==> src/rtl/rv32_sched_pkg.sv <==
// Shared scheduler types and sizing constants for the rename / reorder-buffer slice.
// phys_reg_t is the same type the reorder buffer uses for dest_reg and old_dest_reg.
package rv32_sched_pkg;

  localparam int PHYS_ADDR_WIDTH = 7;
  localparam int ARCH_REGS       = 32;
  localparam int FREE_LIST_DEPTH = (1 << PHYS_ADDR_WIDTH) - ARCH_REGS;

  typedef logic [PHYS_ADDR_WIDTH-1:0] phys_reg_t;

  // A pointer always has at least one bit, even for a degenerate one-entry list.
  function automatic int ptr_width(input int depth);
    return (depth <= 1) ? 1 : $clog2(depth);
  endfunction

endpackage

==> src/rtl/phys_reg_free_list_wrap_counter.sv <==
// Modulo-DEPTH pointer with an increment enable; wraps DEPTH-1 -> 0 explicitly,
// so DEPTH does not have to be a power of two.
module wrap_counter #(
  parameter int DEPTH = 96,
  parameter int WIDTH = 7
) (
  input  logic             clock,
  input  logic             reset,
  input  logic             inc,
  output logic [WIDTH-1:0] value
);

  localparam logic [WIDTH-1:0] LAST = WIDTH'(DEPTH - 1);

  always_ff @(posedge clock) begin
    if (reset) begin
      value <= '0;
    end else if (inc) begin
      value <= (value == LAST) ? '0 : value + 1'b1;
    end
  end

endmodule

==> src/rtl/phys_reg_free_list.sv <==
// Circular FIFO of unallocated physical register indices feeding rename.
// Register 0 (x0) is never stored; the list starts full with ARCH_REGS..2^W-1.
module phys_reg_free_list #(
  parameter int PHYS_ADDR_WIDTH = 7,
  parameter int ARCH_REGS       = 32
) (
  input  logic                       clock,
  input  logic                       reset,
  input  logic                       alloc_req,
  output logic                       alloc_valid,
  output logic [PHYS_ADDR_WIDTH-1:0] alloc_reg,
  input  logic                       free_en,
  input  logic [PHYS_ADDR_WIDTH-1:0] free_reg,
  output logic [PHYS_ADDR_WIDTH:0]   free_count,
  output logic                       empty,
  output logic                       full,
  output logic                       overflow_error
);

  import rv32_sched_pkg::*;

  localparam int DEPTH   = (1 << PHYS_ADDR_WIDTH) - ARCH_REGS;
  localparam int PTR_W   = ptr_width(DEPTH);
  localparam int COUNT_W = PHYS_ADDR_WIDTH + 1;

  localparam logic [COUNT_W-1:0] COUNT_FULL = COUNT_W'(DEPTH);

  logic [PHYS_ADDR_WIDTH-1:0] mem [DEPTH];
  logic [PTR_W-1:0]           head;
  logic [PTR_W-1:0]           tail;
  logic [COUNT_W-1:0]         count;

  logic alloc_fire;
  logic free_valid;
  logic free_accept;
  logic free_drop;
  logic is_full;

  // Handshake: alloc_valid/alloc_reg are combinational from the head entry; an
  // allocation completes on a rising edge where alloc_req && alloc_valid, and the
  // head advances on that edge. alloc_req with alloc_valid low is ignored and
  // rename must stall. free_en is a one-cycle push with no back-pressure: a
  // nonzero index is taken unless the list is full with no allocation in the
  // same cycle, in which case it is dropped and overflow_error latches.
  always_comb begin
    is_full     = (count == COUNT_FULL);
    alloc_valid = (count != '0);
    alloc_reg   = mem[head];
    free_count  = count;
    empty       = (count == '0);
    full        = is_full;
  end

  always_comb begin
    alloc_fire  = alloc_req && alloc_valid;
    free_valid  = free_en && (free_reg != '0);
    // An allocation in the same cycle vacates a slot, so a full list can still take the free.
    free_accept = free_valid && (!is_full || alloc_fire);
    free_drop   = free_valid && is_full && !alloc_fire;
  end

  wrap_counter #(
    .DEPTH (DEPTH),
    .WIDTH (PTR_W)
  ) u_head (
    .clock (clock),
    .reset (reset),
    .inc   (alloc_fire),
    .value (head)
  );

  wrap_counter #(
    .DEPTH (DEPTH),
    .WIDTH (PTR_W)
  ) u_tail (
    .clock (clock),
    .reset (reset),
    .inc   (free_accept),
    .value (tail)
  );

  // Reset reloads the identity-mapped spare registers in ascending order.
  always_ff @(posedge clock) begin
    if (reset) begin
      for (int i = 0; i < DEPTH; i++) begin
        mem[i] <= PHYS_ADDR_WIDTH'(ARCH_REGS + i);
      end
    end else if (free_accept) begin
      mem[tail] <= free_reg;
    end
  end

  always_ff @(posedge clock) begin
    if (reset) begin
      count <= COUNT_FULL;
    end else begin
      case ({free_accept, alloc_fire})
        2'b10:   count <= count + 1'b1;
        2'b01:   count <= count - 1'b1;
        default: count <= count;
      endcase
    end
  end

  always_ff @(posedge clock) begin
    if (reset) begin
      overflow_error <= 1'b0;
    end else if (free_drop) begin
      overflow_error <= 1'b1;
    end
  end

endmodule
==> config.mk <==
export PLATFORM = sky130hd
export DESIGN_NAME = phys_reg_free_list
export DESIGN_NICKNAME = d
export VERILOG_FILES = /design/src/rtl/rv32_sched_pkg.sv /design/src/rtl/phys_reg_free_list_wrap_counter.sv /design/src/rtl/phys_reg_free_list.sv
export SDC_FILE = /design/constraint.sdc
export NUM_CORES = 1
export LEC_CHECK = 0
export CAP_MARGIN = 20
export CORE_UTILIZATION = 40
export DETAILED_ROUTE_END_ITERATION = 6
export GPL_ROUTABILITY_DRIVEN = 0
export PLACE_DENSITY_LB_ADDON = 0.15
export SLEW_MARGIN = 10
export SYNTH_ARGS = -nofsm -noshare
export SYNTH_HDL_FRONTEND = slang
export SYNTH_HIERARCHICAL = 1
export SYNTH_SLANG_ARGS = --single-unit
==> constraint.sdc <==
create_clock -name clock -period 5.95 [get_ports clock]
set_clock_uncertainty 0.2 [all_clocks]
set_input_delay 1.4875 -clock clock [delete_from_list [all_inputs] [get_ports clock]]
set_output_delay 1.4875 -clock clock [all_outputs]
set_load 0.01 [all_outputs]
---- Word level (Yosys, flattened, before mapping) ----
Memory sizes are Yosys's and may differ from the RTL's. A register that Yosys moved wholly into a read port is not among the register bits.
Cells that the tools add are included.
W data, S select, Z words.
storage, ports and cells
  memory bits (read-only) ................. 0
  flip-flop bits (word level) ............. 23
  memories kept ........................... 1
  input bits .............................. 11
  memory bits (writable) .................. 672
  bits in latches ......................... 0
memories
  name  words  bits a word  read ports  clocked after memory_dff  wr ports  RTL line                  text
  mem   96     7            1           1                         96        phys_reg_free_list.sv:28  logic [PHYS_ADDR_WIDTH-1:0] mem [DEPTH];
cells by class
  shifts and indexed selects .............. 0
  multiply operators ...................... 0
  divide/modulo/power cells ............... 0
  bitwise gates (word level) .............. 0
  equality and inequality tests ........... 5
  $lt $le $gt $ge ......................... 0
  add/sub/neg operators ................... 4
  reductions and logical operators ........ 13
  multiplexer cells ....................... 13
operators with widths
  operator               count
  $mux W7                6
  $pmux W8 S2            1
  $add A7 B1 Y7 const B  2
  $eq A7 B7 Y1 const B   2
  $add A8 B1 Y8 const B  1
  $eq A8 B7 Y1 const B   1
  $logic_not A8 Y1       1
  $reduce_bool A8 Y1     1
  $sub A8 B1 Y8 const B  1
  $reduce_bool A7 Y1     1
  $reduce_or A7 Y1       1
  $mux W1                6
  $logic_and A1 B1 Y1    5
  $eq A2 B1 Y1 const B   1
  $eq A2 B2 Y1 const B   1
  $logic_not A1 Y1       2
  $reduce_bool A2 Y1     1
  $logic_or A1 B1 Y1     1

---- Longest topological paths before layout ----
  depth after elaboration ................. 9
  mapped depth ............................ 10

---- Modules after synthesis ----
The synthesis kept the hierarchy.
by module, submodules not included
  module              cells an instance  instances  area each (um^2)  seq. area each (um^2)
  phys_reg_free_list  2,685              1          40,662.7          27,086.0
  wrap_counter        38                 2          335.3             140.1

---- Least setup slack after synthesis ----
OpenSTA, ideal clock, no wires.
  path type ............................... in2reg
  start point ............................. input free_reg[2]
  end point ............................... register count[7], in the netlist free_count[7]
  buffers on the path ..................... 0
  setup time .............................. 0.121 ns
  path slack .............................. 1.454 ns
  cell stages on the path ................. 10
  data required time ...................... 5.629 ns
  arrival ................................. 4.175 ns
  cells stage by stage .................... or4_4 o41ai_1 and3_1 ha_1 a21oi_1 o21ai_0 a2111oi_0 o21ai_0 o41ai_1 mux2_2
between the ends
  word-level cells in the longest chain between the ends .. 5
  elaborated cells on any way between the ends .. 7
  classes of those cells .................. eq/ne (2); mux (1); reduce/logical (4)
RTL lines
  what                                                      RTL line                   text
  start, declared                                           phys_reg_free_list.sv:13   input logic [PHYS_ADDR_WIDTH-1:0] free_reg,
  $reduce_bool A7 Y1 (*)                                    phys_reg_free_list.sv:56   free_valid = free_en && (free_reg != '0);
  $logic_and A1 B1 Y1 (*)                                   phys_reg_free_list.sv:56
  $logic_and A1 B1 Y1 (*)                                   phys_reg_free_list.sv:58   free_accept = free_valid && (!is_full || alloc_fire);
  $eq A2 B1 Y1 / $eq A2 B2 Y1 (equally long branches)       phys_reg_free_list.sv:97   case ({free_accept, alloc_fire})
  $pmux W8 S2 / $reduce_bool A2 Y1 (equally long branches)  -
  end signal, assigned                                      phys_reg_free_list.sv:98   2'b10: count <= count + 1'b1;
  end signal, assigned                                      phys_reg_free_list.sv:99   2'b01: count <= count - 1'b1;
  end signal, assigned                                      phys_reg_free_list.sv:100  default: count <= count;
  end, declared                                             phys_reg_free_list.sv:31   logic [COUNT_W-1:0] count;
Every way passes the cells marked *; elsewhere a longest branch is shown, timed or not.
A chain may end at the register's enable or synchronous reset.

==> results.json <==
{
  "run_status": "finished, final reports clean",
  "htreeDepth": 3,
  "power_switching_mw": 3.33,
  "p_leak_nw": 14.8,
  "pwr-share-clk_pct": 42.1,
  "dpl_cell_area_um2": 43300,
  "synth-simple-area-share_pct": 12.6,
  "worstPathMaxFanout": 26,
  "synth_enable_flop_cells": 896,
  "synth_top_family_by_area": "simple AND/OR/NAND/NOR gates",
  "power_density_nw_per_um2": 309,
  "grt_pass1_vias": 24836,
  "grt_pass1_wl_mm": 172,
  "syn_area_um2": 41300,
  "port_buffers": 29,
  "vias": 24762,
  "critical_path_class": "flop to output port",
  "regArea_um2": 27400,
  "end_kind": "output port",
  "grt_overflow": 0,
  "cts_buffers": 100,
  "avgViaCountPerCell": 5.94,
  "num_io_pins": 30,
  "multiInputGateArea_um2": 12800,
  "p_int_mw": 11.1,
  "grt_max_degree": 73,
  "worstMarginPinSlew_ns": 1.08,
  "rsz0062_at_grt": "no",
  "layout_min_cycle_time_ns": 5.86,
  "ir_drop_mv": 0.242,
  "die_x_um": 323,
  "dp_hpwl_mm": 72.2,
  "whs_ns": 0.276,
  "drt_wl_total_mm": 117,
  "antenna_found_initial": 3,
  "area_growth_pct": 12.9,
  "num_rows": 117,
  "hold_viol": 0,
  "yosys.area_share.adder_pct": 0.291,
  "cts_hold_buf": 0,
  "core_um2": 102000,
  "critPathLaunchType": "flop",
  "synth_compound_area_share_pct": 5.61,
  "setup_violations": 0,
  "maxCapViolCount": 0,
  "dp.cells": 3974,
  "synth.area.mux_share_pct": 11.7,
  "fp.dieH_um": 323,
  "synthArstFlopShare_pct": 0,
  "drive_gt1_share_pct": 18.7,
  "final_core_util_pct": 45.7,
  "avgSynthCellArea_um2": 15.0,
  "synth.distinct_cells": 59,
  "drtIter0Drc": 2504,
  "cp.required_ns": 4.26,
  "design_area_um2": 46700,
  "slew_viol_final": 0,
  "timing.final.crit_share_pct": 98.5,
  "cts_root_buf": "clkbuf_16",
  "wl_per_cell_um": 28.1,
  "ys_seq_area_share_pct": 66.2,
  "synth_xor_area_share_pct": 0.254,
  "syn_inst": 2761,
  "fin_nets": 2730,
  "p_comb_share_pct": 6.9,
  "p_seq_share_pct": 51.0,
  "drc": 0,
  "cp_data_arrival_time_ns": 4.17,
  "synth_warnings": 6,
  "fill_cells": 8974,
  "clk_path_buf_depth": 3,
  "hp-class": "flop to flop",
  "grt.total_usage_pct": 22.5,
  "drtAntennaViolNets": 0,
  "cts_tree": "done",
  "clkSlewWorstSetupHoldPaths_ns": 0.06,
  "finalSetupTns_ns": 0,
  "die_area_um2": 105000,
  "ys_ff_latch": 919,
  "mappedNetlistNets": 2781,
  "ys.flop_type": "edfxtp_1",
  "drt-pass1-iter-count": 5,
  "fmax_mhz": 171,
  "final_cells": 4166,
  "slew_headroom_pct": 27.5,
  "clk_latency_ns": 0.69,
  "cts_sinks": 919,
  "start_util_pct": 40.5,
  "p_sw_share_pct": 23.1
}
==> what timing repair did <==
action                                  CTS  global route
gates cloned                              0             0
endpoints found under the setup margin    7             5
resized for setup                        15             5
buffers inserted                          1             1
==> registers in the layout, indices dropped and copies added, names as in the netlist <==
| signal | count |
|---|---|
| u_tail/value | 7 |
| overflow_error | 1 |
| mem | 896 |
| free_count | 8 |
| u_head/value | 7 |
==> final cells by class <==
cell class	instances	share of cell area, %
multi-input cells	1516	27.5
clock inverters	66	1.22
clock buffers	122	5.58
flip-flops and latches	919	58.7
repair buffers	163	3.31
inverters	10	0.0992
diodes	2	0.0107
well taps	1368	3.67
==> cell usage after synthesis (14+ instances only) <==
cell type  instances  area, µm²
a2111oi_0         15        131
a211oi_1          14        105
a21o_1            61        458
a221oi_1          21        184
a22o_1            28        245
a22oi_1           84        631
a31oi_1           14       87.6
and2_1            29        181
and3_1           200       1250
buf_1             17       63.8
buf_2             55        275
clkbuf_1         224        841
dfxtp_1           23        460
edfxtp_1         896      26900
mux2i_1          102       1020
mux4_2           168       3780
nand2_1           55        206
nand2b_1          24        150
nand3_1           93        465
nor2_1            74        278
nor2b_1           25        156
nor3_1           108        541
o21bai_1          23        173
or2_2             18        113
or3_1            260       1630
==> critical path, stage by stage (launching register included) <==
cell	delay, ns
dfxtp_4	0.51
buf_12	0.28
mux4_2	0.53
a22o_1	0.29
a221oi_2	0.31
o22ai_1	0.27
a221oi_2	0.46
o221ai_2	0.28
clkdlybuf4s50_1	0.54
==> path summary, 6_finish.rpt <==
kind | start | end | slack [ns] | cells past startpoint
max | u_head/value[0] | alloc_reg[5] | 0.09 | 8
min | overflow_error | overflow_error | 0.28 | 2
max reg2reg | u_tail/value[0] | mem[59][2] | 2.12 | 4
min reg2reg | overflow_error | overflow_error | 0.28 | 2
==> power by group through the flow <==
stage	logic (mW)	clock network, mW	registers, mW
finish	1.00	6.06	7.35
global placement	0.989	0	7.48
CTS	1.01	6.16	7.35
floorplan	0.591	0	7.45
detailed placement	0.996	0	7.49
global route	1.06	6.38	7.37
==> cell families after synthesis <==
family                     count (synthesis)
buffers and inverters                    326
adders and majority gates                  9
muxes                                    271
AOI/OAI and AO/OA                        306
DFF                                      919
and+or+nand+nor                          918
xor gates and xnor gates                  12
==> stage by stage <==
step           total power, mW  setup slack [ns]
2_1_floorplan             8.04              1.45
3_3_place_gp              8.47             0.334
3_5_place_dp              8.48             0.345
4_1_cts                   14.5            0.0135
5_1_grt                   14.8         0.0000457
6_report                  14.4            0.0880
==> cell usage in the layout (no fill, tap or decap), types with 7 or more instances in the layout <==
master / n
a21o_1: 61
or3_1: 257
a221oi_1: 11
nor2b_1: 21
a21oi_1: 13
clkbuf_1: 21
mux4_2: 168
or2_2: 18
buf_12: 19
a2111oi_0: 11
a211oi_1: 14
nor3_2: 9
a22oi_1: 84
bufinv_16: 7
clkbuf_16: 101
mux2i_1: 102
a221oi_2: 10
o21ai_0: 10
clkinv_2: 19
clkinv_1: 28
nor2_1: 67
and3_1: 200
nand2_1: 55
nand3_1: 89
clkdlybuf4s50_1: 23
ha_1: 8
a31oi_1: 14
nor3_1: 98
xor2_1: 10
and2_1: 29
buf_4: 119
a22o_1: 28
o21bai_1: 23
dfxtp_1: 21
edfxtp_1: 896
nand2b_1: 24
==> layer usage <==
metal  vias up  wire [µm]  track usage, %
met1     12973      50000            30.7
met2       799      57700            37.3
li1      10836          -               -
met4         0       2990            6.38
met3       154       6390            3.11
met5         -          0               0
No activity file was read; power rests on OpenSTA's default activity.
